[config.mk]
export PLATFORM = sky130hd
export DESIGN_NAME = regfile_wb_queue_flat
export DESIGN_NICKNAME = d
export VERILOG_FILES = /design/src/rtl/regfile_wb_queue_if.sv /design/src/rtl/regfile_wb_queue.sv /design/src/flat_wrapper.sv
export SDC_FILE = /design/constraint.sdc
export NUM_CORES = 1
export LEC_CHECK = 0
export BUFFER_PORTS_ARGS = -buffer_cell sky130_fd_sc_hd__buf_2
export CORE_AREA = 2 2 209 211
export DETAILED_ROUTE_END_ITERATION = 12
export DIE_AREA = 0 0 211 213
export SYNTH_ARGS = -nofsm -noshare
export SYNTH_HDL_FRONTEND = slang
export SYNTH_SLANG_ARGS = --single-unit
[constraint.sdc]
create_clock -name clk -period 6.65 [get_ports clk]
set_input_delay 0.665 -clock clk [delete_from_list [all_inputs] [get_ports clk]]
set_output_delay 0.665 -clock clk [all_outputs]
set_load 0.01 [all_outputs]
[src/rtl/regfile_wb_queue_if.sv]
// Bundle between the write-back queue, its producers, and the register file.
interface regfile_wb_queue_if #(
  parameter int unsigned DEPTH = 4,
  parameter int unsigned CW    = $clog2(DEPTH + 1)
);
  logic          a_valid;
  logic          a_ready;
  logic [4:0]    a_dst;
  logic [31:0]   a_data;
  logic          b_valid;
  logic          b_ready;
  logic [4:0]    b_dst;
  logic [31:0]   b_data;
  logic          RegWrite;
  logic [1:0]    RegDst;
  logic [4:0]    rc;
  logic [31:0]   wdata;
  logic [4:0]    ra;
  logic [4:0]    rb;
  logic          fwd_a_hit;
  logic          fwd_b_hit;
  logic [31:0]   fwd_a_data;
  logic [31:0]   fwd_b_data;
  logic [31:0]   pending;
  logic [CW-1:0] count;

  modport slave (
    input  a_valid, a_dst, a_data, b_valid, b_dst, b_data, ra, rb,
    output a_ready, b_ready, RegWrite, RegDst, rc, wdata,
           fwd_a_hit, fwd_b_hit, fwd_a_data, fwd_b_data, pending, count
  );

  modport master (
    output a_valid, a_dst, a_data, b_valid, b_dst, b_data, ra, rb,
    input  a_ready, b_ready, RegWrite, RegDst, rc, wdata,
           fwd_a_hit, fwd_b_hit, fwd_a_data, fwd_b_data, pending, count
  );
endinterface

[src/rtl/regfile_wb_queue.sv]
// In-order write-back FIFO with one write per cycle, forwarding and pending scoreboard.
module regfile_wb_queue #(
  parameter int unsigned DEPTH = 4,
  parameter int unsigned CW    = $clog2(DEPTH + 1)
) (
  input logic           clk,
  input logic           rst_n,
  regfile_wb_queue_if.slave bus
);
  localparam int unsigned PW = (DEPTH > 1) ? $clog2(DEPTH) : 1;
  localparam int unsigned RW = 5;
  localparam int unsigned DW = 32;

  logic [RW-1:0] dst_q  [DEPTH];
  logic [DW-1:0] data_q [DEPTH];

  logic [PW-1:0] rd_ptr_q, rd_ptr_d;
  logic [PW-1:0] wr_ptr_q, wr_ptr_d;
  logic [CW-1:0] count_q, count_d;
  logic          wb_valid_q, wb_valid_d;
  logic [RW-1:0] rc_q, rc_d;
  logic [DW-1:0] wdata_q, wdata_d;

  logic          a_ready_c, b_ready_c;
  logic          push_a_c, push_b_c, pop_c;
  logic [PW-1:0] wr_ptr_a_c;
  logic [PW-1:0] fwd_idx;
  logic          fwd_a_hit_c, fwd_b_hit_c;
  logic [DW-1:0] fwd_a_data_c, fwd_b_data_c;
  logic [31:0]   pending_c;

  // Acceptance: B gets priority on the last free slot; the same-cycle pop is not credited.
  assign b_ready_c  = (count_q <= CW'(DEPTH - 1));
  assign a_ready_c  = bus.b_valid ? (count_q <= CW'(DEPTH - 2)) : b_ready_c;
  assign push_b_c   = bus.b_valid & b_ready_c & (bus.b_dst != '0);
  assign push_a_c   = bus.a_valid & a_ready_c & (bus.a_dst != '0);
  assign pop_c      = (count_q != '0);
  assign wr_ptr_a_c = wr_ptr_q + PW'(push_b_c);

  // Next-state for pointers, occupancy and the output stage.
  always_comb begin
    rd_ptr_d   = rd_ptr_q + PW'(pop_c);
    wr_ptr_d   = wr_ptr_q + PW'(push_a_c) + PW'(push_b_c);
    count_d    = count_q + CW'(push_a_c) + CW'(push_b_c) - CW'(pop_c);
    wb_valid_d = 1'b0;
    rc_d       = '0;
    wdata_d    = '0;
    if (pop_c) begin
      wb_valid_d = 1'b1;
      rc_d       = dst_q[rd_ptr_q];
      wdata_d    = data_q[rd_ptr_q];
    end
  end

  // Control state; reset drops RegWrite immediately.
  always_ff @(posedge clk or negedge rst_n) begin
    if (!rst_n) begin
      rd_ptr_q   <= '0;
      wr_ptr_q   <= '0;
      count_q    <= '0;
      wb_valid_q <= 1'b0;
      rc_q       <= '0;
      wdata_q    <= '0;
    end else begin
      rd_ptr_q   <= rd_ptr_d;
      wr_ptr_q   <= wr_ptr_d;
      count_q    <= count_d;
      wb_valid_q <= wb_valid_d;
      rc_q       <= rc_d;
      wdata_q    <= wdata_d;
    end
  end

  // Entry storage; B lands first so A is the younger of a same-cycle pair.
  always_ff @(posedge clk) begin
    if (push_b_c) begin
      dst_q[wr_ptr_q]  <= bus.b_dst;
      data_q[wr_ptr_q] <= bus.b_data;
    end
    if (push_a_c) begin
      dst_q[wr_ptr_a_c]  <= bus.a_dst;
      data_q[wr_ptr_a_c] <= bus.a_data;
    end
  end

  // Forwarding and pending: output stage is oldest, later FIFO offsets override earlier ones.
  always_comb begin
    fwd_a_hit_c  = 1'b0;
    fwd_b_hit_c  = 1'b0;
    fwd_a_data_c = '0;
    fwd_b_data_c = '0;
    pending_c    = '0;
    fwd_idx      = '0;
    if (wb_valid_q) begin
      pending_c[rc_q] = 1'b1;
      if ((bus.ra != '0) && (bus.ra == rc_q)) begin
        fwd_a_hit_c  = 1'b1;
        fwd_a_data_c = wdata_q;
      end
      if ((bus.rb != '0) && (bus.rb == rc_q)) begin
        fwd_b_hit_c  = 1'b1;
        fwd_b_data_c = wdata_q;
      end
    end
    for (int unsigned i = 0; i < DEPTH; i++) begin
      fwd_idx = rd_ptr_q + PW'(i);
      if (CW'(i) < count_q) begin
        pending_c[dst_q[fwd_idx]] = 1'b1;
        if ((bus.ra != '0) && (bus.ra == dst_q[fwd_idx])) begin
          fwd_a_hit_c  = 1'b1;
          fwd_a_data_c = data_q[fwd_idx];
        end
        if ((bus.rb != '0) && (bus.rb == dst_q[fwd_idx])) begin
          fwd_b_hit_c  = 1'b1;
          fwd_b_data_c = data_q[fwd_idx];
        end
      end
    end
    pending_c[0] = 1'b0;
  end

  assign bus.a_ready    = a_ready_c;
  assign bus.b_ready    = b_ready_c;
  assign bus.RegWrite   = wb_valid_q;
  assign bus.RegDst     = 2'b00;
  assign bus.rc         = rc_q;
  assign bus.wdata      = wdata_q;
  assign bus.count      = count_q;
  assign bus.pending    = pending_c;
  assign bus.fwd_a_hit  = fwd_a_hit_c;
  assign bus.fwd_b_hit  = fwd_b_hit_c;
  assign bus.fwd_a_data = fwd_a_data_c;
  assign bus.fwd_b_data = fwd_b_data_c;
endmodule

[src/flat_wrapper.sv]
// flat-port wrapper written by rule: the top's interface ports become plain ports
module regfile_wb_queue_flat 
#(
  parameter int unsigned DEPTH = 4,
  parameter int unsigned CW    = $clog2(DEPTH + 1)
)
  (clk, rst_n, bus_a_valid, bus_a_dst, bus_a_data, bus_b_valid, bus_b_dst, bus_b_data, bus_ra, bus_rb, bus_a_ready, bus_b_ready, bus_RegWrite, bus_RegDst, bus_rc, bus_wdata, bus_fwd_a_hit, bus_fwd_b_hit, bus_fwd_a_data, bus_fwd_b_data, bus_pending, bus_count);
  regfile_wb_queue_if #(.DEPTH(DEPTH), .CW(CW)) bus_i ();
  input logic clk;
  input logic rst_n;
  input wire logic [$bits(bus_i.a_valid)-1:0] bus_a_valid;
  input wire logic [$bits(bus_i.a_dst)-1:0] bus_a_dst;
  input wire logic [$bits(bus_i.a_data)-1:0] bus_a_data;
  input wire logic [$bits(bus_i.b_valid)-1:0] bus_b_valid;
  input wire logic [$bits(bus_i.b_dst)-1:0] bus_b_dst;
  input wire logic [$bits(bus_i.b_data)-1:0] bus_b_data;
  input wire logic [$bits(bus_i.ra)-1:0] bus_ra;
  input wire logic [$bits(bus_i.rb)-1:0] bus_rb;
  output wire logic [$bits(bus_i.a_ready)-1:0] bus_a_ready;
  output wire logic [$bits(bus_i.b_ready)-1:0] bus_b_ready;
  output wire logic [$bits(bus_i.RegWrite)-1:0] bus_RegWrite;
  output wire logic [$bits(bus_i.RegDst)-1:0] bus_RegDst;
  output wire logic [$bits(bus_i.rc)-1:0] bus_rc;
  output wire logic [$bits(bus_i.wdata)-1:0] bus_wdata;
  output wire logic [$bits(bus_i.fwd_a_hit)-1:0] bus_fwd_a_hit;
  output wire logic [$bits(bus_i.fwd_b_hit)-1:0] bus_fwd_b_hit;
  output wire logic [$bits(bus_i.fwd_a_data)-1:0] bus_fwd_a_data;
  output wire logic [$bits(bus_i.fwd_b_data)-1:0] bus_fwd_b_data;
  output wire logic [$bits(bus_i.pending)-1:0] bus_pending;
  output wire logic [$bits(bus_i.count)-1:0] bus_count;
  assign bus_i.a_valid = bus_a_valid;
  assign bus_i.a_dst = bus_a_dst;
  assign bus_i.a_data = bus_a_data;
  assign bus_i.b_valid = bus_b_valid;
  assign bus_i.b_dst = bus_b_dst;
  assign bus_i.b_data = bus_b_data;
  assign bus_i.ra = bus_ra;
  assign bus_i.rb = bus_rb;
  assign bus_a_ready = bus_i.a_ready;
  assign bus_b_ready = bus_i.b_ready;
  assign bus_RegWrite = bus_i.RegWrite;
  assign bus_RegDst = bus_i.RegDst;
  assign bus_rc = bus_i.rc;
  assign bus_wdata = bus_i.wdata;
  assign bus_fwd_a_hit = bus_i.fwd_a_hit;
  assign bus_fwd_b_hit = bus_i.fwd_b_hit;
  assign bus_fwd_a_data = bus_i.fwd_a_data;
  assign bus_fwd_b_data = bus_i.fwd_b_data;
  assign bus_pending = bus_i.pending;
  assign bus_count = bus_i.count;
  regfile_wb_queue #(.DEPTH(DEPTH), .CW(CW)) u_core (.clk(clk), .rst_n(rst_n), .bus(bus_i));
endmodule
==> results summary <==
Counting tap cells, the placed design contains a total of 2,260 instances. Clock tree synthesis found a total of 193 sinks. The number of placement rows is 76. The category of the most critical setup path is flop to output port. The basic-gate share of the synthesized area counting and, or, nand and nor cells came out at 13.4%. The type of the most critical hold path is input port to asynchronous set/reset pin.

The post-synthesis compound-gate area fraction came out at 18.6%. The launch instance of the worst register-to-register path is u_core.bus.count[2]. The post-cts hold buffer count came out at 0. The worst-case reg-to-reg path depth is 10. The net count reported at finish came out at 1,829. The worst register-to-register path ends at u_core.data_q[0][12].

The region available for standard cell placement spans 0.0427 mm^2. The number of ports placed on the die boundary came out at 231. The count of warnings emitted by yosys came out at 0.

The headroom to the max-slew limit came out at 8.39%. The detailed-route via count came out at 15,403. The utilization after layout came out at 44.1%. The global-route usage over all layers came out at 28.1%.

The achievable frequency is 177 MHz. The routed design has 64,000 um of wire. The number of iterations in the first detailed-routing pass is 6. The area growth from synthesis to layout is 11.4%. The synthesized area per cell is 10.5 um^2. The final routed wire length divided by cell count came out at 27.8 um. The later pin in the worst-skew pair is clocked with a latency of 0.46 ns. The chip width came out at 211 um. Sorting the synthesized cells by area gives the leading types as sky130_fd_sc_hd__edfxtp_1, sky130_fd_sc_hd__mux2_2, sky130_fd_sc_hd__mux4_2. The post-CTS setup buffer count is 0. The area of placed instances came out at 0.0183 mm^2. The half-perimeter wire length after detailed placement came out at 41,700 um. The cell leakage power is 6.89 nW. The register bit count reported by yosys came out at 193. The xor and xnor fraction of the mapped netlist area came out at 2.84%. Of all cell types, the one taking the most synthesized area is sky130_fd_sc_hd__edfxtp_1.

The sum of negative setup slack came out at 0 ns. The placer's final routability congestion estimate is 0.939. Using the TritonRoute via totals, the vias-per-cell ratio works out to 6.70. The synthesized design contains 148 enable-type register cells. The number of levels the H-tree was split into is 4. TritonCTS built the clock tree. The initial antenna violation count is 9. The number of buffers between clock root and the deepest sink is 2.

The clock buffer count from CTS came out at 17. The cell area power density came out at 508 mW/mm^2. For this run, the slowest stage of the critical path takes 1.18 ns.

The die covers 0.0449 mm^2. In this run the worst setup path begins at u_core.rd_ptr_q[0]. The count of buffers added on input and output ports is 227.

Across all register-to-register paths, the minimum setup slack is 2.09 ns. At the pin with the least slew margin, the transition time is 1.36 ns. The highest net fanout along the worst path came out at 51. The most critical setup path has its endpoint at bus_fwd_b_data[0]. Between clock sinks in the finished design, the worst skew comes to 0.00766 ns.

Traced cell by cell, the critical path runs through mux4_2 -> xnor2_2 -> nand2_1 -> or3_2 -> a311oi_1 -> o211ai_1 -> buf_2. Across the run, the number of max-cap violations was 0. After layout, the worst path uses 84.9% of the clock period. The DRC violations left came out at 0. The worst setup path is launched from a flop. The data arrival time at the worst-slack endpoint is 4.98 ns. After synthesis, the netlist uses 72 different library cells. The adder and majority gate portion of the synthesized area came out at 0.726%. The iteration-0 DRC count of the detailed router is 2,168. The final max-slew violation count came out at 0. The maximum number of pins on one net before global-route repair is 69.

After synthesis, the share of cell area in mux cells is 25.7%. The area fraction of the dominant cell type after synthesis came out at 26.3%. Data on the critical path is required at its endpoint by 5.98 ns. The final count of hold timing violations is 0.

In this run, post-CTS repair resized a total of 0 instances. The flow ran to the end, and the final reports show no timing, DRC or antenna violations. For this run the aggregate overflow at the end of global routing stands at 0.

The number of nets with antenna violations after detailed routing is 0. The async set-reset flop share out of synthesis is 23.3%. After synthesis, the largest family of logic cells by area is multiplexers. The cell at the slowest stage of the critical path is sky130_fd_sc_hd__or3_2. The element type at the critical path end is an output port.

The root buffer cell chosen for the clock tree is sky130_fd_sc_hd__clkbuf_16. The clock-pin slew reported for the worst setup and hold paths after clock tree synthesis came out at 0.07 ns. The finished cells cover 0.0188 mm^2. The ratio of cells with drive above 1 in the final layout is 37.7%. After layout, the minimum clock period comes to 5.65 ns.

The number of standard cells in the layout, taps in and fillers out is 2,298. The post-synthesis instance total came out at 1,605. The die height is 213 um. The cell area after technology mapping came out at 0.0169 mm^2. The critical path crosses 7 cells after its start point. Across the VDD grid, the largest voltage drop is 276 uV. The setup violation total in the final timing report is 0. The via count of the first global-routing pass came to 14,858. The global-route wire length before repair came out at 94,000 um. Together, buffers and inverters on the worst path number 1. The sequential cell area fraction in the yosys report is 33.0%. Setup repair after global routing left no endpoint under its margin. For this run, the leading register cell type out of synthesis is sky130_fd_sc_hd__edfxtp_1.

The cell family contributing the most delay on the critical path is simple AND/OR/NAND/NOR gates. The starting utilization of the core area is 39.6%.
## where the power goes
group	switching [mW]	internal [mW]
Combinational	3.89	2.38
Clock	0.495	0.473
Sequential	0.518	1.80
## logic make-up after synthesis
family | count (synthesis)
and+or+nand+nor | 457
AOI/OAI and AO/OA | 392
muxes | 315
DFF | 193
buffers and inverters | 186
xor gates and xnor gates | 53
adders and majority gates | 8
other | 1
## through the flow
step	hold slack, ns	power (mW)	setup WS [ns]
6_report	0.368	9.56	1.00
5_1_grt	0.396	10.1	0.874
4_1_cts	0.381	9.45	1.14
3_5_place_dp	0.671	8.47	1.65
3_3_place_gp	0.667	8.39	1.66
2_1_floorplan	0.369	6.39	2.85
## how the worst min path moves through the flow
stage | startpoint | endpoint | slack, ns | depth (start not counted)
floorplan | rst_n | u_core.bus.RegWrite | 0.37 | 0
global placement | u_core.wr_ptr_q[1] | u_core.wr_ptr_q[1] | 0.67 | 1
detailed placement | u_core.wr_ptr_q[1] | u_core.wr_ptr_q[1] | 0.67 | 1
CTS | rst_n | u_core.bus.wdata[28] | 0.38 | 2
global route | rst_n | u_core.bus.wdata[28] | 0.40 | 2
finish | rst_n | u_core.bus.wdata[28] | 0.37 | 2
## metal layers
| layer | GRT usage, % | vias to the layer above | share of wire [%] |
|---|---|---|---|
| li1 | - | 6541 | - |
| met1 | 36.6 | 7699 | 40 |
| met2 | 45.1 | 980 | 46 |
| met3 | 6.28 | 175 | 10 |
| met4 | 11.7 | 8 | 3.6 |
| met5 | 0 | - | 0.078 |
## registers in the layout, indices dropped and copies added (netlist names)
register,cells
u_core.wr_ptr_q,2
u_core.bus.RegWrite,1
u_core.bus.rc,5
u_core.rd_ptr_q,2
u_core.data_q,128
u_core.bus.wdata,32
u_core.dst_q,20
u_core.bus.count,3
## cell usage after synthesis, types with 6 or more instances
cell type                  number
sky130_fd_sc_hd__dfrtp_1       45
sky130_fd_sc_hd__a311oi_2      25
sky130_fd_sc_hd__and2_1         7
sky130_fd_sc_hd__nor3_1        41
sky130_fd_sc_hd__nor3b_1        7
sky130_fd_sc_hd__xor2_1        28
sky130_fd_sc_hd__nor4_1         8
sky130_fd_sc_hd__and3_1        17
sky130_fd_sc_hd__a211o_1       13
sky130_fd_sc_hd__or2_2         11
sky130_fd_sc_hd__nand3_1       91
sky130_fd_sc_hd__nor4b_1        7
sky130_fd_sc_hd__a211oi_1      38
sky130_fd_sc_hd__a22oi_1       60
sky130_fd_sc_hd__o31ai_1        6
sky130_fd_sc_hd__o211ai_1      61
sky130_fd_sc_hd__nor2_1        97
sky130_fd_sc_hd__or2_1         22
sky130_fd_sc_hd__mux2_2       191
sky130_fd_sc_hd__a21oi_1       33
sky130_fd_sc_hd__a31oi_1       30
sky130_fd_sc_hd__mux4_2        75
sky130_fd_sc_hd__buf_1          6
sky130_fd_sc_hd__nand2_1       99
sky130_fd_sc_hd__a221oi_1      32
sky130_fd_sc_hd__o21ai_1        8
sky130_fd_sc_hd__xnor2_1       23
sky130_fd_sc_hd__buf_2         46
sky130_fd_sc_hd__o31ai_2       20
sky130_fd_sc_hd__edfxtp_1     148
sky130_fd_sc_hd__mux2i_1       46
sky130_fd_sc_hd__buf_4         14
sky130_fd_sc_hd__inv_1         22
sky130_fd_sc_hd__buf_6         23
sky130_fd_sc_hd__nor2b_1       31
sky130_fd_sc_hd__o21ai_0       40
sky130_fd_sc_hd__clkbuf_1      73
## cells in the final DEF (no fill, tap or decap), types with 21 or more instances in the layout
cell type	Yosys	final
sky130_fd_sc_hd__nor2b_1	31	31
sky130_fd_sc_hd__mux2i_1	46	46
sky130_fd_sc_hd__xor2_1	28	28
sky130_fd_sc_hd__a211oi_1	38	38
sky130_fd_sc_hd__edfxtp_1	148	148
sky130_fd_sc_hd__a21oi_1	33	31
sky130_fd_sc_hd__nor3_1	41	38
sky130_fd_sc_hd__a311oi_2	25	25
sky130_fd_sc_hd__dfrtp_1	45	43
sky130_fd_sc_hd__o211ai_1	61	61
sky130_fd_sc_hd__mux2_2	191	191
sky130_fd_sc_hd__a221oi_1	32	32
sky130_fd_sc_hd__or2_1	22	21
sky130_fd_sc_hd__nand2_1	99	99
sky130_fd_sc_hd__o21ai_0	40	40
sky130_fd_sc_hd__xnor2_1	23	23
sky130_fd_sc_hd__nor2_1	97	97
sky130_fd_sc_hd__mux4_2	75	75
sky130_fd_sc_hd__a31oi_1	30	30
sky130_fd_sc_hd__inv_1	22	22
sky130_fd_sc_hd__a22oi_1	60	60
sky130_fd_sc_hd__nand3_1	91	90
sky130_fd_sc_hd__buf_4	14	41
sky130_fd_sc_hd__buf_2	46	227
## final cells by class
| class | instances | area [um^2] |
|---|---|---|
| antenna | 6 | 15.0 |
| clock buffer | 17 | 425 |
| clock inverter | 15 | 97.6 |
| fill | 4067 | 23900 |
| inverter | 24 | 90.1 |
| multi-input combinational | 1228 | 10500 |
| sequential | 193 | 5580 |
| tap | 546 | 683 |
| timing repair buffer | 269 | 1460 |
No activity file was read; power rests on OpenSTA's default activity.
